`config.mk`:
```
export PLATFORM = sky130hd
export DESIGN_NAME = punc_control
export DESIGN_NICKNAME = d
export VERILOG_FILES = /design/src/rtl/punc_control.sv
export SDC_FILE = /design/constraint.sdc
export NUM_CORES = 1
export LEC_CHECK = 0
export BUFFER_PORTS_ARGS = -buffer_cell sky130_fd_sc_hd__buf_2
export CAP_MARGIN = 40
export CORE_MARGIN = 3
export CORE_UTILIZATION = 47
export CTS_CLUSTER_SIZE = 30
export DETAILED_ROUTE_END_ITERATION = 8
export GPL_ROUTABILITY_DRIVEN = 0
export MAX_ROUTING_LAYER = met4
export PLACE_DENSITY = 0.95
export SYNTH_ARGS = -nofsm -noshare
export SYNTH_HDL_FRONTEND = slang
export SYNTH_SLANG_ARGS = --single-unit
export TNS_END_PERCENT = 100
```
`constraint.sdc`:
```
create_clock -name clk -period 3.6 [get_ports clk]
set_input_delay 0.18 -clock clk [delete_from_list [all_inputs] [get_ports clk]]
set_output_delay 0.18 -clock clk [all_outputs]
set_load 0.005 [all_outputs]
```
`src/rtl/punc_control.sv`:
```
// rtl/punc_control.sv - PUnC LC3 control unit: multi-cycle FSM driving the datapath selects and enables
module punc_control #(
  parameter logic [15:0] PC_INIT = 16'h0000
) (
  input  logic        clk,
  input  logic        rst,
  input  logic [15:0] ir,
  input  logic        n,
  input  logic        z,
  input  logic        p,
  output logic        pc_clr,
  output logic        pc_ld,
  output logic        pc_inc,
  output logic        pc_data_sel,
  output logic        ir_ld,
  output logic [1:0]  mem_addr_sel,
  output logic        mem_w_en,
  output logic        store_ld,
  output logic [2:0]  rf_r_addr_0,
  output logic [2:0]  rf_r_addr_1,
  output logic [2:0]  rf_w_addr,
  output logic        rf_w_en,
  output logic [1:0]  rf_w_sel,
  output logic        alu_a_sel,
  output logic        alu_b_sel,
  output logic [1:0]  alu_op,
  output logic [15:0] sext_data,
  output logic        nzp_ld,
  output logic        nzp_sel,
  output logic        halted
);

  typedef enum logic [2:0] {RST_EXIT, FETCH, DECODE, EXEC, EXEC2, HALT} state_t;

  localparam logic [3:0] OP_BR  = 4'b0000, OP_ADD = 4'b0001, OP_LD  = 4'b0010, OP_ST  = 4'b0011;
  localparam logic [3:0] OP_JSR = 4'b0100, OP_AND = 4'b0101, OP_LDR = 4'b0110, OP_STR = 4'b0111;
  localparam logic [3:0] OP_NOT = 4'b1001, OP_LDI = 4'b1010, OP_STI = 4'b1011, OP_JMP = 4'b1100;
  localparam logic [3:0] OP_LEA = 4'b1110, OP_TRAP = 4'b1111;

  localparam logic [1:0] ALU_ADD = 2'b00, ALU_AND = 2'b01, ALU_NOT = 2'b11;
  localparam logic [1:0] MA_PC = 2'b00, MA_ALU = 2'b01, MA_STORE = 2'b10;
  localparam logic [1:0] WS_PC = 2'b00, WS_MEM = 2'b01, WS_ALU = 2'b10;

  state_t      state, state_next;
  logic [3:0]  opcode;
  logic [15:0] off11, off9, off6, imm5;

  assign opcode = ir[15:12];
  assign off11  = {{5{ir[10]}}, ir[10:0]};
  assign off9   = {{7{ir[8]}}, ir[8:0]};
  assign off6   = {{10{ir[5]}}, ir[5:0]};
  assign imm5   = {{11{ir[4]}}, ir[4:0]};

  always_ff @(posedge clk or negedge rst) begin
    if (!rst) state <= RST_EXIT;
    else      state <= state_next;
  end

  always_comb begin
    state_next   = state;
    pc_clr       = 1'b0;
    pc_ld        = 1'b0;
    pc_inc       = 1'b0;
    pc_data_sel  = 1'b0;
    ir_ld        = 1'b0;
    mem_addr_sel = MA_PC;
    mem_w_en     = 1'b0;
    store_ld     = 1'b0;
    rf_r_addr_0  = 3'd0;
    rf_r_addr_1  = 3'd0;
    rf_w_addr    = 3'd0;
    rf_w_en      = 1'b0;
    rf_w_sel     = WS_PC;
    alu_a_sel    = 1'b0;
    alu_b_sel    = 1'b0;
    alu_op       = ALU_ADD;
    sext_data    = 16'h0000;
    nzp_ld       = 1'b0;
    nzp_sel      = 1'b0;
    halted       = 1'b0;
    // Outputs stay quiet for the whole reset so a partially executed op never commits.
    if (rst) begin
      case (state)
        RST_EXIT: begin
          pc_clr     = 1'b1;
          state_next = FETCH;
        end
        FETCH: begin
          ir_ld      = 1'b1;
          pc_inc     = 1'b1;
          state_next = DECODE;
        end
        DECODE: state_next = (opcode == OP_TRAP) ? HALT : EXEC;
        EXEC: begin
          state_next = (opcode == OP_LDI || opcode == OP_STI) ? EXEC2 : FETCH;
          case (opcode)
            OP_ADD, OP_AND, OP_NOT: begin
              rf_r_addr_0 = ir[8:6];
              alu_a_sel   = 1'b1;
              if (opcode == OP_NOT) begin
                alu_op = ALU_NOT;
              end else begin
                alu_op = (opcode == OP_AND) ? ALU_AND : ALU_ADD;
                if (ir[5]) begin
                  alu_b_sel = 1'b1;
                  sext_data = imm5;
                end else begin
                  rf_r_addr_1 = ir[2:0];
                end
              end
              rf_w_sel  = WS_ALU;
              rf_w_addr = ir[11:9];
              rf_w_en   = 1'b1;
              nzp_ld    = 1'b1;
            end
            OP_BR: begin
              alu_b_sel = 1'b1;
              sext_data = off9;
              pc_ld     = (ir[11] & n) | (ir[10] & z) | (ir[9] & p);
            end
            OP_JMP: begin
              rf_r_addr_0 = ir[8:6];
              pc_data_sel = 1'b1;
              pc_ld       = 1'b1;
            end
            OP_JSR: begin
              // R7 captures the incremented PC on the same edge PC moves, so JSRR R7 reads the old R7.
              rf_w_addr = 3'd7;
              rf_w_sel  = WS_PC;
              rf_w_en   = 1'b1;
              pc_ld     = 1'b1;
              if (ir[11]) begin
                alu_b_sel = 1'b1;
                sext_data = off11;
              end else begin
                rf_r_addr_0 = ir[8:6];
                pc_data_sel = 1'b1;
              end
            end
            OP_LD, OP_LDR: begin
              alu_b_sel    = 1'b1;
              sext_data    = off9;
              if (opcode == OP_LDR) begin
                rf_r_addr_0 = ir[8:6];
                alu_a_sel   = 1'b1;
                sext_data   = off6;
              end
              mem_addr_sel = MA_ALU;
              rf_w_sel     = WS_MEM;
              rf_w_addr    = ir[11:9];
              rf_w_en      = 1'b1;
              nzp_ld       = 1'b1;
              nzp_sel      = 1'b1;
            end
            OP_LEA: begin
              alu_b_sel = 1'b1;
              sext_data = off9;
              rf_w_sel  = WS_ALU;
              rf_w_addr = ir[11:9];
              rf_w_en   = 1'b1;
              nzp_ld    = 1'b1;
            end
            OP_ST, OP_STR: begin
              alu_b_sel    = 1'b1;
              sext_data    = off9;
              if (opcode == OP_STR) begin
                rf_r_addr_0 = ir[8:6];
                alu_a_sel   = 1'b1;
                sext_data   = off6;
              end
              mem_addr_sel = MA_ALU;
              rf_r_addr_1  = ir[11:9];
              mem_w_en     = 1'b1;
            end
            OP_LDI, OP_STI: begin
              alu_b_sel    = 1'b1;
              sext_data    = off9;
              mem_addr_sel = MA_ALU;
              store_ld     = 1'b1;
            end
            default: ;
          endcase
        end
        EXEC2: begin
          mem_addr_sel = MA_STORE;
          state_next   = FETCH;
          if (opcode == OP_LDI) begin
            rf_w_sel  = WS_MEM;
            rf_w_addr = ir[11:9];
            rf_w_en   = 1'b1;
            nzp_ld    = 1'b1;
            nzp_sel   = 1'b1;
          end else begin
            rf_r_addr_1 = ir[11:9];
            mem_w_en    = 1'b1;
          end
        end
        HALT: halted = 1'b1;
        default: state_next = RST_EXIT;
      endcase
    end
  end

endmodule

```
# Word-level counts from Yosys, hierarchy flattened

Index checks and enable logic that the tools add are counted.

Input bits: 21
Output and inout port bits: 44
Word-level logic and storage cells: 122
Register bits: 3

Reduce and logical (&&, ||, !) cells: 17
Bitwise logic cells: 6
Mux-type cells: 80
Equal/unequal tests: 18

Operators by type and width:

| cell                                          | number |
|---|---|
| 2-to-1 mux 16 bit                             | 7 |
| one-hot mux 16 bit (5 select lines)           | 1 |
| 2-to-1 mux 3 bit                              | 13 |
| 2-to-1 mux 1 bit                              | 36 |
| == test 4 bit, second input constant          | 6 |
| one-hot mux 3 bit (2 select lines)            | 4 |
| == test 4 x 3 -> 1 bit, second input constant | 4 |
| one-hot mux 3 bit (5 select lines)            | 1 |
| 2-to-1 mux 2 bit                              | 6 |
| one-hot mux 1 bit (2 select lines)            | 6 |
| one-hot mux 2 bit (2 select lines)            | 3 |
| one-hot mux 3 bit (4 select lines)            | 1 |
| OR reduction 4 bit                            | 3 |
| OR reduction 6 bit                            | 2 |
| OR reduction 2 bit                            | 5 |
| == test 4 x 2 -> 1 bit, second input constant | 2 |
| OR reduction 8 bit                            | 1 |
| OR reduction 7 bit                            | 1 |
| == test 3 x 2 -> 1 bit, second input constant | 2 |
| == test 3 bit, second input constant          | 2 |
| one-hot mux 1 bit (3 select lines)            | 2 |
| == test 4 x 1 -> 1 bit, second input constant | 1 |
| zero test 4 bit                               | 1 |
| bitwise AND 1 bit                             | 3 |
| 7 further kinds                               | 8 |

# Logic depth before layout (Yosys ltp)

Depth in word-level cells: 6
Mapped depth: 6
Mapped depth without buffers: 4

# Worst setup path after synthesis

No wires, ideal clock.

Kind: register -> output
From: register state[2]
To: output sext_data[11]
Arrival time: 1644 ps
Data required time: 3420 ps
Slack: 1776 ps
Path buffers: 2
Stages on the path, launching flop included: 6
Cells stage by stage: dfrtp_1 -> buf_4 -> nand4b_4 -> a31oi_2 -> a21boi_0 -> buf_4

Longest elaborated chain between the ends: 3

Ends and longest elaborated chain:

| what                     | line | text |
|---|---|---|
| start: declaration       | 44   | `state_t state, state_next;` |
| start signal: assignment | 56   | `else state <= state_next;` |
| == test 3 x 2 -> 1 bit   | 83   | `case (state)` |
| 2-to-1 mux 16 bit        | 83   |  |
| 2-to-1 mux 16 bit        | 82   | `if (rst) begin` |
| end: declaration         | 27   | `output logic [15:0] sext_data,` |

No other way between the ends.

# Worst setup path in the final report

From: input rst
To: output sext_data[13]

Longest elaborated chain between the ends: 1

Ends and longest elaborated chain:

| what               | line | text |
|---|---|---|
| start: declaration | 6    | `input logic rst,` |
| 2-to-1 mux 16 bit  | 82   |  |

No other way between the ends.

==> metrics.csv <==
metric,value,unit
status,finished clean,
FP Rows,16,
asr flop ratio synth,100.0,%
Lkg Pwr,0.6549,nW
"Top FF cell, synth",dfrtp_1,
worst-path fanout max,13,
DRC violation count after routing,0,
root buffer cell,clkbuf_4,
placed cell area,0.001225,mm^2
max reg flops,3,
area of the mapped netlist,0.001046,mm^2
fmax,0.4323,GHz
post-synthesis cell count,156,
Die Y,53.18,um
post-synthesis sequential area ratio,7.177,%
Fin Clk Skew,0.001711,ns
via count,1297,
Setup Viol. Count Final,0,
max cap viols,0,
"most common cell after layout, fill and taps aside",buf_2,
critical path data arrival time,2.13,ns
HPWL Detailed,2340,um
Worst EP required,3.42,ns
DR WL/cell,13.07,um
largest area contributor in the netlist,dfrtp_1,
CP Launch Type,input pin,
ANT cells,0,
clk buf depth,2,
RR Startpoint,state[1],
total grt overflow,0,
Ports,65,
Largest regs,state x3,
Crit. path cell count,6,
cts bufs inserted,3,
crit path to,sext_data[13],
Nets,228,
Synth area leaders,"dfrtp_1 (7.2%), nand2_1 (7.2%), buf_4 (6.5%)",
cell repeated most along the worst path,buf_2,
Reg with most FFs,state,
crit path buf inv count,3,
first-pass GRT wire length,4974,um
syn_nets,177,
final max-slew violation count,0,
Post-CTS Setup Inserts,0,
worst r2r path cells,4,
#FFs+latches synth,3,
Initial DRC Count,55,
Max transition margin,65.80,%
Skew-Pair Late Insertion Delay,0.24,ns
synth unique cells,47,
GR Util All Layers,23.59,%
setup TNS,0,ns
layout cells sized above 1,36.89,%
yosys warns,0,
area grow syn2layout,20.57,%
dpl ws,1.712,ns
DIE AREA,0.002828,mm^2
utilization after layout,61.76,%
worst r2r dst,state[0],
vias per inst,5.567,
Initial Util,51.23,%
Max H-tree Level,1,
Max stage delay on crit path,0.52,ns
# fillers,203,
Min Hold Slack,0.3408,ns
core area,0.002042,mm^2
initial antenna violation count,0,
VDD IR max,0.1752,mV
WS Path Type,in -> out,
most frequent cells in the layout,"buf_2 (64), nand2_1 (20), nor2_1 (17)",
cell family with most CP delay,buffers and inverters,
Setup crit start,rst,
endpoints failing hold,0,
total iterations of the first detailed-routing run,6,
Clock Sinks,3,
Tmin final,2.313,ns
CP endpoint kind,output pin,
vias in the first global route,1085,
critical path cell sequence,"dlygate4sd3_1, buf_2, nand4b_4, a31oi_2, a21boi_0, buf_2",
post-route ant nets,0,
Port-buffer cells,64,
Final Cell Area,0.001261,mm^2
Worst-Margin Slew,0.5083,ns
Pwr Density,275.4,mW/mm^2
RSZ-0062 raised after global routing,false,
reg2reg setup slack,2.32,ns
number of enable flip-flop cells after synthesis,0,
crit share post-route,64.25,%
Hold Crit Class,in -> async,
final worst slack,1.287,ns
Mean Syn Cell Area,6.705,um^2
die width,53.18,um
CP max stage cell,dlygate4sd3_1,
CTS tree,yes,
"wirelength, routed",3046,um
Clock transition at path regs,0.04,ns
largest net degree at the start of global routing,24,
top cell type's share of synthesized area,7.177,%
==> stage by stage <==
step | power (mW) | std cells
global placement | 0.2750 | 228
CTS | 0.3471 | 233
global route | 0.3819 | 233
finish | 0.3473 | 233
detailed placement | 0.2813 | 228
floorplan | 0.2454 | 156
==> layout make-up <==
| class | count | area (um^2) | area share, % |
|---|---|---|---|
| clock buffer | 4 | 26.28 | 2.083 |
| sequential | 3 | 75.07 | 5.952 |
| multi-input combinational | 129 | 777.0 | 61.61 |
| timing repair buffer | 65 | 330.3 | 26.19 |
| inverter | 5 | 18.77 | 1.488 |
| tap | 27 | 33.78 | 2.679 |
==> timing repair <==
| action | in CTS | in global routing |
|---|---|---|
| gates resized for setup | 0 | 0 |
| hold buffers | 1 | 0 |
| endpoints found under the hold margin | 3 | 0 |
==> worst min-delay path by stage <==
stage / from / end / slack [ns] / cells past startpoint
6_report: rst / state[1] / 0.34 / 2
5_1_grt: rst / state[1] / 0.36 / 2
4_1_cts: rst / state[1] / 0.34 / 2
3_5_place_dp: rst / state[1] / 0.06 / 1
3_3_place_gp: rst / state[1] / 0.05 / 1
2_1_floorplan: rst / state[0] / -0.12 / 0
==> power by group <==
group,switching [mW],total [mW],internal (mW)
sequential,0.0298,0.0747,0.0449
combinational,0.122,0.211,0.0886
clock,0.0200,0.0617,0.0417
==> kinds of logic after synthesis <==
family          count (synthesis)  synth area share, %
simple gates                   82                43.18
compound gates                 46                30.26
buf+inv                        24                18.54
flops                           3                7.177
xor+xnor                        1               0.8375
==> routing by layer <==
metal / global-route usage [%] / routed length [um] / share of wire, %
met1: 31.38 / 1252 / 41
met2: 37.19 / 1490 / 49
met3: 3.380 / 294 / 9.7
met4: 6.383 / 8 / 0.26
met5: - / 0 / 0
==> synth_stat cells, types with 2 or more instances <==
cell type / instances
dfrtp_1: 3
o21ai_0: 9
nand2b_1: 5
o21a_1: 4
clkbuf_8: 3
nor4_1: 3
nor2_1: 17
nor3_1: 9
buf_2: 2
buf_6: 5
nand2_1: 20
buf_4: 9
a21o_2: 2
and2_1: 9
nand3b_1: 2
nor2b_1: 5
a21boi_0: 2
nand4_1: 3
inv_1: 5
a21oi_1: 12
No activity file was read; power rests on OpenSTA's default activity.
